<file path="src/rtl/adc_packetizer_if.sv">
// Byte-stream link from the packetizer to udp_tx_top: one frame byte per cycle,
// with the MAC's busy flag gating the start of each frame.
interface adc_packetizer_if;
    logic       udp_tx_valid;
    logic [7:0] udp_tx_data;
    logic       udp_tx_busy;

    modport master (output udp_tx_valid, output udp_tx_data, input udp_tx_busy);
    modport slave  (input udp_tx_valid, input udp_tx_data, output udp_tx_busy);
endinterface

</file>
<file path="src/rtl/adc_packetizer.sv">
// Drains the four capture buffers in channel order (1, 2, 4, 8) and wraps each
// fixed-size payload in an 8-byte header and a status/XOR trailer for udp_tx_top.
module adc_packetizer #(
    parameter int unsigned PAYLOAD_BYTES = 1024,
    parameter logic [15:0] MAGIC         = 16'hADC0,
    parameter int unsigned GAP_CYCLES    = 12
) (
    input  logic             clk,
    input  logic             rstn,
    input  logic             dump,
    input  logic [3:0]       empty,
    input  logic [7:0]       din0,
    input  logic [7:0]       din1,
    input  logic [7:0]       din2,
    input  logic [7:0]       din3,
    output logic [3:0]       rd_en,
    adc_packetizer_if.master udp,
    output logic             active,
    output logic             done
);

    localparam logic [15:0] PLEN  = 16'(PAYLOAD_BYTES);
    localparam logic [15:0] PLAST = 16'(PAYLOAD_BYTES - 1);
    localparam logic [15:0] GLAST = 16'(GAP_CYCLES - 1);

    typedef enum logic [2:0] {
        S_IDLE,
        S_SELECT,
        S_WAIT_BUSY,
        S_HEADER,
        S_PAYLOAD,
        S_TRAILER,
        S_GAP
    } state_t;

    state_t      state, state_n;
    logic [15:0] cnt;
    logic [1:0]  ch;
    logic [15:0] seq;
    logic [7:0]  csum;
    logic        underrun;
    logic        skip;
    logic        dump_q;
    logic        tx_valid;
    logic [7:0]  tx_data;

    logic        dump_rise;
    logic        ch_empty;
    logic        read_due;
    logic [7:0]  hdr_byte;
    logic [7:0]  din_sel;
    logic [7:0]  pay_byte;

    assign dump_rise        = dump & ~dump_q;
    assign ch_empty         = empty[ch];
    assign pay_byte         = skip ? 8'h00 : din_sel;
    assign udp.udp_tx_valid = tx_valid;
    assign udp.udp_tx_data  = tx_data;

    always_comb begin
        // NOTE: every always_comb output gets a default first so no path can infer a latch.
        state_n  = state;
        read_due = 1'b0;
        rd_en    = 4'b0000;
        case (state)
            S_IDLE:      if (dump_rise) state_n = S_SELECT;
            S_SELECT: begin
                if (!ch_empty)          state_n = S_WAIT_BUSY;
                else if (ch == 2'd3)    state_n = S_IDLE;
            end
            S_WAIT_BUSY: if (!udp.udp_tx_busy) state_n = S_HEADER;
            S_HEADER: begin
                if (cnt == 16'd7) begin
                    state_n  = S_PAYLOAD;
                    read_due = 1'b1;
                end
            end
            S_PAYLOAD: begin
                if (cnt == PLAST) state_n  = S_TRAILER;
                else              read_due = 1'b1;
            end
            S_TRAILER:   if (cnt == 16'd1) state_n = S_GAP;
            S_GAP:       if (cnt == GLAST) state_n = S_SELECT;
            default:     state_n = S_IDLE;
        endcase
        // Reads run one byte ahead of the output register; an empty buffer means a pad byte.
        if (read_due && !ch_empty) rd_en[ch] = 1'b1;
    end

    always_comb begin
        hdr_byte = 8'h00;
        case (cnt[2:0])
            3'd0:    hdr_byte = MAGIC[15:8];
            3'd1:    hdr_byte = MAGIC[7:0];
            3'd2:    hdr_byte = seq[15:8];
            3'd3:    hdr_byte = seq[7:0];
            3'd4:    hdr_byte = 8'h01 << ch;
            3'd5:    hdr_byte = 8'h00;
            3'd6:    hdr_byte = PLEN[15:8];
            default: hdr_byte = PLEN[7:0];
        endcase
    end

    always_comb begin
        din_sel = din0;
        case (ch)
            2'd1:    din_sel = din1;
            2'd2:    din_sel = din2;
            2'd3:    din_sel = din3;
            default: din_sel = din0;
        endcase
    end

    always_ff @(posedge clk) begin
        // NOTE: registered state uses non-blocking assignments so every flop samples pre-edge values.
        if (!rstn) begin
            state    <= S_IDLE;
            cnt      <= 16'd0;
            ch       <= 2'd0;
            seq      <= 16'd0;
            csum     <= 8'h00;
            underrun <= 1'b0;
            skip     <= 1'b0;
            dump_q   <= 1'b1;  // a level held through reset is not a new capture
            tx_valid <= 1'b0;
            tx_data  <= 8'h00;
            active   <= 1'b0;
            done     <= 1'b0;
        end else begin
            state    <= state_n;
            cnt      <= (state_n != state) ? 16'd0 : cnt + 16'd1;
            dump_q   <= dump;
            done     <= 1'b0;
            skip     <= read_due & ch_empty;
            tx_valid <= 1'b0;
            tx_data  <= 8'h00;
            case (state)
                S_IDLE: begin
                    if (dump_rise) begin
                        active <= 1'b1;
                        ch     <= 2'd0;
                    end
                end
                S_SELECT: begin
                    if (ch_empty) begin
                        ch <= ch + 2'd1;
                        if (ch == 2'd3) begin
                            done   <= 1'b1;
                            active <= 1'b0;
                        end
                    end
                end
                S_HEADER: begin
                    tx_valid <= 1'b1;
                    tx_data  <= hdr_byte;
                end
                S_PAYLOAD: begin
                    tx_valid <= 1'b1;
                    tx_data  <= pay_byte;
                    csum     <= csum ^ pay_byte;
                    if (skip) underrun <= 1'b1;
                end
                S_TRAILER: begin
                    tx_valid <= 1'b1;
                    if (cnt == 16'd0) begin
                        tx_data <= {6'b000000, ch_empty, underrun};
                    end else begin
                        tx_data  <= csum;
                        csum     <= 8'h00;
                        underrun <= 1'b0;
                        seq      <= seq + 16'd1;
                    end
                end
                default: ;
            endcase
        end
    end

endmodule

</file>
<file path="src/flat_wrapper.sv">
// flat-port wrapper written by rule: the top's interface ports become plain ports
module adc_packetizer_flat 
#(
    parameter int unsigned PAYLOAD_BYTES = 1024,
    parameter logic [15:0] MAGIC         = 16'hADC0,
    parameter int unsigned GAP_CYCLES    = 12
)
  (clk, rstn, dump, empty, din0, din1, din2, din3, rd_en, active, done, udp_udp_tx_valid, udp_udp_tx_data, udp_udp_tx_busy);
  adc_packetizer_if udp_i ();
  input  logic clk;
  input  logic rstn;
  input  logic dump;
  input  logic [3:0] empty;
  input  logic [7:0] din0;
  input  logic [7:0] din1;
  input  logic [7:0] din2;
  input  logic [7:0] din3;
  output logic [3:0] rd_en;
  output logic active;
  output logic done;
  output wire logic [$bits(udp_i.udp_tx_valid)-1:0] udp_udp_tx_valid;
  output wire logic [$bits(udp_i.udp_tx_data)-1:0] udp_udp_tx_data;
  input wire logic [$bits(udp_i.udp_tx_busy)-1:0] udp_udp_tx_busy;
  assign udp_udp_tx_valid = udp_i.udp_tx_valid;
  assign udp_udp_tx_data = udp_i.udp_tx_data;
  assign udp_i.udp_tx_busy = udp_udp_tx_busy;
  adc_packetizer #(.PAYLOAD_BYTES(PAYLOAD_BYTES), .MAGIC(MAGIC), .GAP_CYCLES(GAP_CYCLES)) u_core (.clk(clk), .rstn(rstn), .dump(dump), .empty(empty), .din0(din0), .din1(din1), .din2(din2), .din3(din3), .rd_en(rd_en), .udp(udp_i), .active(active), .done(done));
endmodule
</file>
<file path="config.mk">
export PLATFORM = sky130hd
export DESIGN_NAME = adc_packetizer_flat
export DESIGN_NICKNAME = d
export VERILOG_FILES = /design/src/rtl/adc_packetizer_if.sv /design/src/rtl/adc_packetizer.sv /design/src/flat_wrapper.sv
export SDC_FILE = /design/constraint.sdc
export NUM_CORES = 1
export LEC_CHECK = 0
export CORE_ASPECT_RATIO = 1.1
export CORE_UTILIZATION = 58
export DETAILED_ROUTE_END_ITERATION = 12
export PLACE_DENSITY = 0.88
export SLEW_MARGIN = 20
export SYNTH_ARGS = -nofsm -noshare
export SYNTH_HDL_FRONTEND = slang
export SYNTH_SLANG_ARGS = --single-unit
</file>
<file path="constraint.sdc">
create_clock -name clk -period 6.2 [get_ports clk]
set_clock_uncertainty 0.05 [all_clocks]
set_input_delay 1.86 -clock clk [delete_from_list [all_inputs] [get_ports clk]]
set_output_delay 1.86 -clock clk [all_outputs]
set_load 0.02 [all_outputs]
</file>
# == Word level (Yosys, flattened, before mapping) ==
# Cells that the tools add are included.
# W data, S select, Z words.
# word_totals
ff_bits,59
latch_bits,0
mem_bits_rw,0
mem_bits_ro,0
inputBits,40
elab_cells,100
n_memories,0
# op_classes
add_sub_neg,3
multipliers,0
n_div,0
n_lt_le_gt_ge,2
eq_ne,24
shift,1
mux,36
bitwise_logic,6
n_reduce_logical,16
# op_table
operator,n
$pmux W8 S3,2
$pmux W8 S6,1
$add A16 B1 Y16 const B,2
$mux W3,8
$mux W8,3
$pmux W3 S7,1
$eq A16 B1 Y1 const B,1
$eq A16 B10 Y1 const B,1
$eq A16 B3 Y1 const B,1
$eq A16 B4 Y1 const B,1
$logic_not A16 Y1,1
$pmux W8 S2,1
$eq A3 B3 Y1 const B,5
$eq A3 B2 Y1 const B,4
$mux W1,11
$reduce_and A3 Y1,3
$ne A2 B1 Y1 const B,4
$shl A1 B2 Y8 const A,1
$xor A8 B8 Y8,1
$eq A3 B1 Y1 const B,2
$logic_not A3 Y1,2
$pmux W1 S2,3
$eq A2 B2 Y1 const B,2
$mux W2,2
other kinds (19),25

# == Logic depth before layout (Yosys ltp) ==
# Gate-level depths: netlist of the first run.
# logic_depth
ltp_word,6
depth_mapped,9
depth_no_buf,7

# == Least setup slack after synthesis of the first run ==
# Ideal clock, no wire load.
# synth_path
path_type,input -> output
from,in empty[3]
to,out rd_en[0]
t_arrival_ps,2809
t_required_ps,4290
setup_slack_ps,1481
path_stages,3
path_buffers,0
cell_sequence,mux4_2 > a21oi_2 > and2_1
# synth_via
elab_chain_len,5
# synth_rtl
element,line_no,source
from (decl),flat_wrapper.sv:13,input logic [3:0] empty;
$bmux W1 S2,adc_packetizer.sv:55,assign ch_empty = empty[ch];
$mux W1 (implied by the code),adc_packetizer.sv:55,
$logic_not A1 Y1,--,
$logic_and A1 B1 Y1,adc_packetizer.sv:87,if (read_due && !ch_empty) rd_en[ch] = 1'b1;
$mux W4,adc_packetizer.sv:87,
to (decl),flat_wrapper.sv:18,output logic [3:0] rd_en;
# Every way passes these cells. The select of a mux whose other input is x is not followed.

# == Worst setup path after layout of the first run ==
# layout_path
from,in empty[2]
to,out rd_en[1]
# Same word-level chain as after synthesis.

==> results by group, run 1 <==
Run status
  – Status: finished clean

Route
  – Drt pass-1 iters: 5
  – Routed WL per cell: 16.64 um
  – Routed WL: 9003 um
  – DRT antenna net count: 0
  – # DRC: 0
  – Vias per inst: 6.292
  – DRT iter0 DRCs: 335
  – Routed via count: 3404

Floorplan
  – Die W: 76.25 um
  – Initial Utilization: 60.58%
  – Die Ht: 83.67 um
  – Io pins: 55
  – Die area: 6379 um^2
  – Core Rows: 29
  – Area of the core: 5806 um^2

Synth
  – Synth area leaders: dfxtp_1 (34%), nand2_1 (4.2%), nor2_1 (4.1%), xnor2_1 (4.0%), xor2_1 (4.0%)
  – Post-Syn Nets: 472
  – Share of the synthesized area in the top cell type: 33.58%
  – Number of flops mapped to enable cells by yosys: 0
  – Post-synthesis cell type count: 57
  – Synth Warn #: 0
  – Cells after Synth: 422
  – Post-synthesis register bit count: 59
  – Register area share after synthesis: 33.58%
  – Post-synth top area cell: dfxtp_1
  – Post-Syn Area per Cell: 8.334 um^2
  – Mapped Area: 3517 um^2
  – Synth async-reset ratio: 0%
  – Synth Flop Type: dfxtp_1

Cells and area
  – Syn-to-layout area delta: 21.59%
  – Final non-filler cell area: 4277 um^2
  – Flip-flop and latch area: 1181 um^2
  – Layout cells sized above 1: 5.388%
  – Area used by multi-input combinational logic: 2152 um^2
  – Fin nets: 509
  – Antenna Cells: 0
  – Fillers: 416

Global route
  – Gr usage total: 29.69%
  – Remaining Overflow, GRT: 0
  – Largest net degree at the start of global routing: 23
  – Initial antenna violation count: 0
  – First-pass GRT wire length: 15090 um
  – Vias in the first global route: 3265

Clocking
  – H-tree Lvls: 3
  – Root Buffer: clkbuf_8
  – Num Clock Sinks: 59
  – Clock buffer count from CTS: 9
  – Clk_lat worst skew: 350 ps
  – Hold Buf Count CTS: 0
  – Cts repair resizes: 0
  – Setup bufs post-CTS: 0
  – Clk buf depth: 2
  – Clk pin slew, worst setup/hold paths: 60 ps
  – CTS tree: yes

Worst setup path
  – Critical Path RT: 4290 ps
  – Worst EP arrival: 3810 ps
  – Critical path launch point: empty[2]
  – Critical Path Start Type: primary input
  – CP endpoint kind: output pin
  – Worst-path fanout max: 8
  – RR Startpoint: u_core.cnt[9]$_SDFF_PP0_
  – Crit Path Category: primary input to output pin

Timing
  – Slew at the pin closest to its max-slew limit: 928.8 ps
  – Max-slew violations: 0
  – Unrepaired setup endpoints after global routing: false
  – Fin crit period: 5716 ps
  – Max-slew headroom: 37.95%
  – Highest clock rate: 174.9 MHz
  – Post-route setup TNS: 0 ps
  – Final hold vios: 0
  – Tcrit/Tclk final: 92.20%
  – Final setup viols: 0

Power and ir drop
  – Cell Pwr Density: 271.5 nW/um^2
  – Leak: 0.001431 uW
  – Peak VDD IR: 0.0002049 V

Placement
  – Dpl hpwl: 6308 um
  – I/O Buffers: 54
  – Cell Area, Placed: 4026 um^2
  – Gpl congestion: 0.9064

Flow run
  – MaxCap Viol Count: 0

Hold path
  – Worst Hold Launch: u_core.seq[15]$_SDFFE_PN0P_
  – Class of the worst hold path: flop to flop
synthesized netlist by cell type (9+ instances only):
master	number
nor2_1	38
clkbuf_1	18
a21oi_1	17
ha_1	10
dfxtp_1	59
nor3_1	14
nand2_1	39
xor2_1	16
nor4_1	9
nor2b_1	15
a211oi_1	15
inv_1	12
nand3_1	15
xnor2_1	16
nand2b_1	10
nand4_1	15
o21ai_0	9
worst max-delay path, cell delays in order:
cell and delay (ps):
clkdlybuf4s50_1 400, mux4_2 590, a21oi_2 190, and2_1 150, clkdlybuf4s50_1 610
power by group:
| group | switching, uW | leakage (uW) | total [uW] | internal [uW] |
|---|---|---|---|---|
| logic | 176 | 0.000839 | 286 | 109 |
| registers | 37.9 | 0.000477 | 436 | 398 |
| clock network | 162 | 0.000115 | 440 | 278 |
metal layers:
metal | wire (um) | global-route usage (%) | up-vias
met5 | 0 | 0 | -
met4 | 268 | 18.18 | 0
met3 | 592 | 5.683 | 27
met2 | 4545 | 51.35 | 163
met1 | 3596 | 33.56 | 1592
li1 | - | - | 1622
final cells by class:
class                   instances  area share, %
flip-flops and latches         59          27.62
multi-input cells             321          50.32
clock inverters                 6          2.633
repair buffers                 55          12.81
well taps                      77          2.253
clock buffers                  10          3.218
inverters                      13          1.141
path summary, 6_finish.rpt:
check,endpoint,slack [ps],depth (start not counted)
worst max-delay path,rd_en[1],480,5
worst min-delay path,u_core.seq[15]$_SDFFE_PN0P_,440,2
worst max register to register,u_core.cnt[3]$_SDFF_PP0_,3500,5
worst min register to register,u_core.seq[15]$_SDFFE_PN0P_,440,2
logic make-up (layout without fill, tap and decap cells):
kind of cell             count (synthesis)  count (layout)  synth area share, %
AO/OA/AOI/OAI                           95              95                20.35
AND/OR/NAND/NOR                        179             179                27.53
buffers and inverters                   42              84                5.229
multiplexers                             5               5                1.779
flip-flops                              59              59                33.58
XOR/XNOR                                32              32                7.968
adder cells (fa/ha/maj)                 10              10                3.557
cell usage in the layout, fill, tap and decap left out, types with 3 or more instances in the layout:
cell / Yosys / layout
o21ai_0: 9 / 9
bufinv_16: 0 / 3
a2111oi_0: 6 / 6
mux2i_1: 4 / 4
a21oi_1: 17 / 17
and4_1: 3 / 3
a31oi_1: 8 / 8
a22oi_1: 4 / 4
a22o_1: 4 / 4
a222oi_1: 8 / 8
nor2b_1: 15 / 15
clkdlybuf4s50_1: 0 / 54
nor4_1: 9 / 9
nor2_1: 38 / 38
nor3_1: 14 / 14
clkbuf_8: 0 / 10
and2_1: 4 / 4
xnor2_1: 16 / 16
o31ai_1: 6 / 6
nand2_1: 39 / 39
nand4_1: 15 / 15
nand2b_1: 10 / 10
nand3_1: 15 / 15
ha_1: 10 / 10
xor2_1: 16 / 16
a211oi_1: 15 / 15
inv_1: 12 / 12
and3_1: 3 / 3
dfxtp_1: 59 / 59
clkinvlp_4: 0 / 3
flip-flops by register name (all words and copies together), names as in the netlist:
register / flops
u_core.skip: 1
u_core.seq: 16
u_core.state: 3
u_core.active: 1
u_core.done: 1
u_core.dump_q: 1
u_core.ch: 2
u_core.underrun: 1
u_core.udp.udp_tx_valid: 1
u_core.udp.udp_tx_data: 8
u_core.csum: 8
u_core.cnt: 16
metrics by stage:
stage	util, %	hold slack, ps	cells	power [uW]	worst slack [ps]
final	73.66	444.0	541	1161	483.9
after global routing	73.66	474.8	541	1216	420.9
after CTS	73.66	441.5	541	1155	483.6
after detailed placement	69.35	425.7	525	721.1	481.8
after global placement	69.35	402.7	525	712.3	552.7
after floorplan	-	386.4	422	645.6	1481
(Power assumes the default switching activity.)
==> inputs of run 2 (changes only) <==
RECOVER_POWER = 25   (was not set)
SLEW_MARGIN = 40   (was 20)
==> results by group, run 2 (same netlist as run 1, synthesis figures left out) <==
Placement
  – Dpl hpwl: 6308 um (unchanged)
  – Gpl congestion: 0.9064 (unchanged)
  – I/O Buffers: 54 (unchanged)
  – Worst slack, placed: 481.8 ps (unchanged)

Worst setup path
  – R2R cell count: 5 (unchanged)
  – Critical Path RT: 4290 ps (about the same)
  – Worst r2r dst: u_core.cnt[3]$_SDFF_PP0_
  – R2r setup slk: 3480 ps (-20 ps)
  – Worst-path fanout max: 8 (unchanged)
  – Critical Path Start Type: primary input
  – RR Startpoint: u_core.cnt[9]$_SDFF_PP0_
  – CP endpoint kind: output pin
  – Crit Path Category: primary input to output pin
  – Worst EP arrival: 3940 ps (+130 ps)

Route
  – Drt pass-1 iters: 8 (+3)
  – Wire length on met2: 4565 um (+0.44%)
  – # DRC: 0 (unchanged)
  – DRT antenna net count: 0 (unchanged)
  – Routed via count: 3406 (+0.059%)
  – DR WL met3: 672 um (+14%)
  – DRT iter0 DRCs: 293 (-13%)
  – Routed WL per cell: 16.71 um (+0.40%)
  – Vias per inst: 6.296 (about the same)
  – WL met1: 3522 um (-2.1%)
  – Max layer used: met4
  – Routed WL: 9039 um (+0.40%)

Floorplan
  – Die W: 76.25 um (unchanged)
  – Die area: 6379 um^2 (unchanged)
  – Core Rows: 29 (unchanged)
  – Area of the core: 5806 um^2 (unchanged)
  – Die Ht: 83.67 um (unchanged)
  – Initial Utilization: 60.58% (unchanged)
  – Io pins: 55 (unchanged)

Cells and area
  – Area used by multi-input combinational logic: 2160 um^2 (+0.35%)
  – Fillers: 416 (unchanged)
  – Flip-flop and latch area: 1181 um^2 (unchanged)
  – Antenna Cells: 0 (unchanged)
  – Syn-to-layout area delta: 21.81%
  – Fin nets: 509 (unchanged)
  – Layout cells sized above 1: 5.819% (+0.43 points)
  – Most common cell after layout, fill and taps aside: dfxtp_1
  – Largest regs: u_core.cnt (16), u_core.seq (16)
  – Most frequent cells in the layout: dfxtp_1 (59), clkdlybuf4s50_1 (50), nand2_1 (39)

Power and ir drop
  – Combinational share of power: 24.7% (about the same)
  – Leak: 0.001441 uW (+0.72%)
  – Clock Power Share: 37.7% (-0.2 points)
  – Switch share: 32.42% (about the same)
  – Peak VDD IR: 0.0002047 V (-0.12%)
  – Cell Pwr Density: 271.4 nW/um^2 (about the same)
  – Reg power frac: 37.5% (about the same)
  – P_sw: 377.0 uW (+0.15%)
  – Cell Int Power: 785.7 uW (+0.13%)

Clocking
  – Setup bufs post-CTS: 0 (unchanged)
  – Clk buf depth: 2 (unchanged)
  – Root Buffer: clkbuf_8
  – Cts repair resizes: 0 (unchanged)
  – Clk_lat worst skew: 350 ps (about the same)
  – H-tree Lvls: 3 (unchanged)
  – Hold Buf Count CTS: 0 (unchanged)
  – Num Clock Sinks: 59 (unchanged)
  – Clk pin slew, worst setup/hold paths: 70 ps (about the same)
  – CTS tree: yes
  – Clock buffer count from CTS: 9 (unchanged)

Timing
  – Max-slew violations: 0 (unchanged)
  – Highest clock rate: 171.0 MHz (-2.3%)
  – Setup slack after layout: 351.4 ps (-132.5 ps)
  – WHS: 443.5 ps (-0.5440 ps)
  – Max-slew headroom: 52.17% (+14 points)
  – Final hold vios: 0 (unchanged)
  – Post-route setup TNS: 0 ps (unchanged)
  – Slew at the pin closest to its max-slew limit: 715.2 ps (-213.6 ps)
  – Fin crit period: 5849 ps (+132.5 ps)
  – Tcrit/Tclk final: 94.33% (+2.1 points)
  – Unrepaired setup endpoints after global routing: false
  – Final setup viols: 0 (unchanged)

Hold path
  – Class of the worst hold path: flop to flop
  – Worst hold endpoint: u_core.udp.udp_tx_data[2]$_SDFF_PN0_
  – Hold Crit Depth: 2 (unchanged)
  – Worst Hold Launch: u_core.csum[2]$_SDFFE_PN0P_

Run status
  – Status: finished clean

Global route
  – Largest net degree at the start of global routing: 23 (unchanged)
  – Initial antenna violation count: 0 (unchanged)
  – First-pass GRT wire length: 15090 um (unchanged)
  – Vias in the first global route: 3265 (unchanged)
  – Gr usage total: 29.69% (unchanged)
  – Remaining Overflow, GRT: 0 (unchanged)

Flow run
  – MaxCap Viol Count: 0 (unchanged)
-- run 2: cell count changes in the layout (fill, tap and decap cells not counted) --
| cell | delta |
|---|---|
| clkdlybuf4s50_1 | -4 |
| dlygate4sd3_1 | +4 |
| a211oi_1 | -1 |
| a211oi_2 | +1 |
| nor2b_1 | -1 |
| nor2b_2 | +1 |
-- run 2: power by group through the flow --
stage          Sequential (uW)  Combinational [uW]  Clock (uW)
3_5_place_dp               443                 278           0
3_3_place_gp               441                 272           0
4_1_cts                    434                 280         440
5_1_grt                    441                 316         462
2_1_floorplan              422                 224           0
6_report                   437                 288         439
-- run 2: metal layers --
layer | up-vias | track usage, %
li1 | 1627 | -
met5 | - | 0
met3 | 25 | 5.683
met1 | 1576 | 33.56
met2 | 178 | 51.35
met4 | 0 | 18.18
-- run 2: cell type report --
| type | count | area share (%) |
|---|---|---|
| tap | 77 | 2.249 |
| timing repair buffer | 55 | 12.79 |
| sequential | 59 | 27.57 |
| clock inverter | 6 | 2.629 |
| clock buffer | 10 | 3.213 |
| inverter | 13 | 1.139 |
| multi-input combinational | 321 | 50.41 |
-- run 2: worst max-delay path, stage by stage --
cell	delay [ps]
dlygate4sd3_1	530
mux4_2	590
a21oi_2	190
and2_1	150
clkdlybuf4s50_1	610
-- run 2: per-stage QoR --
stage / area (um^2) / total power [uW] / util (%) / instances
6_report: 4284 / 1163 / 73.79 / 541
4_1_cts: 4277 / 1155 / 73.66 / 541
2_1_floorplan: 3517 / 645.6 / - / 422
5_1_grt: 4284 / 1220 / 73.79 / 541
3_3_place_gp: 4026 / 712.3 / 69.35 / 525
3_5_place_dp: 4026 / 721.1 / 69.35 / 525
-- run 2: how the worst max path moves through the flow --
stage / start / endpoint / slack [ps]
after global routing: empty[2] / rd_en[1] / 280
after detailed placement: empty[3] / rd_en[1] / 480
final: empty[2] / rd_en[1] / 350
after floorplan: empty[3] / rd_en[0] / 1480
after global placement: empty[3] / rd_en[3] / 550
after CTS: empty[3] / rd_en[1] / 480
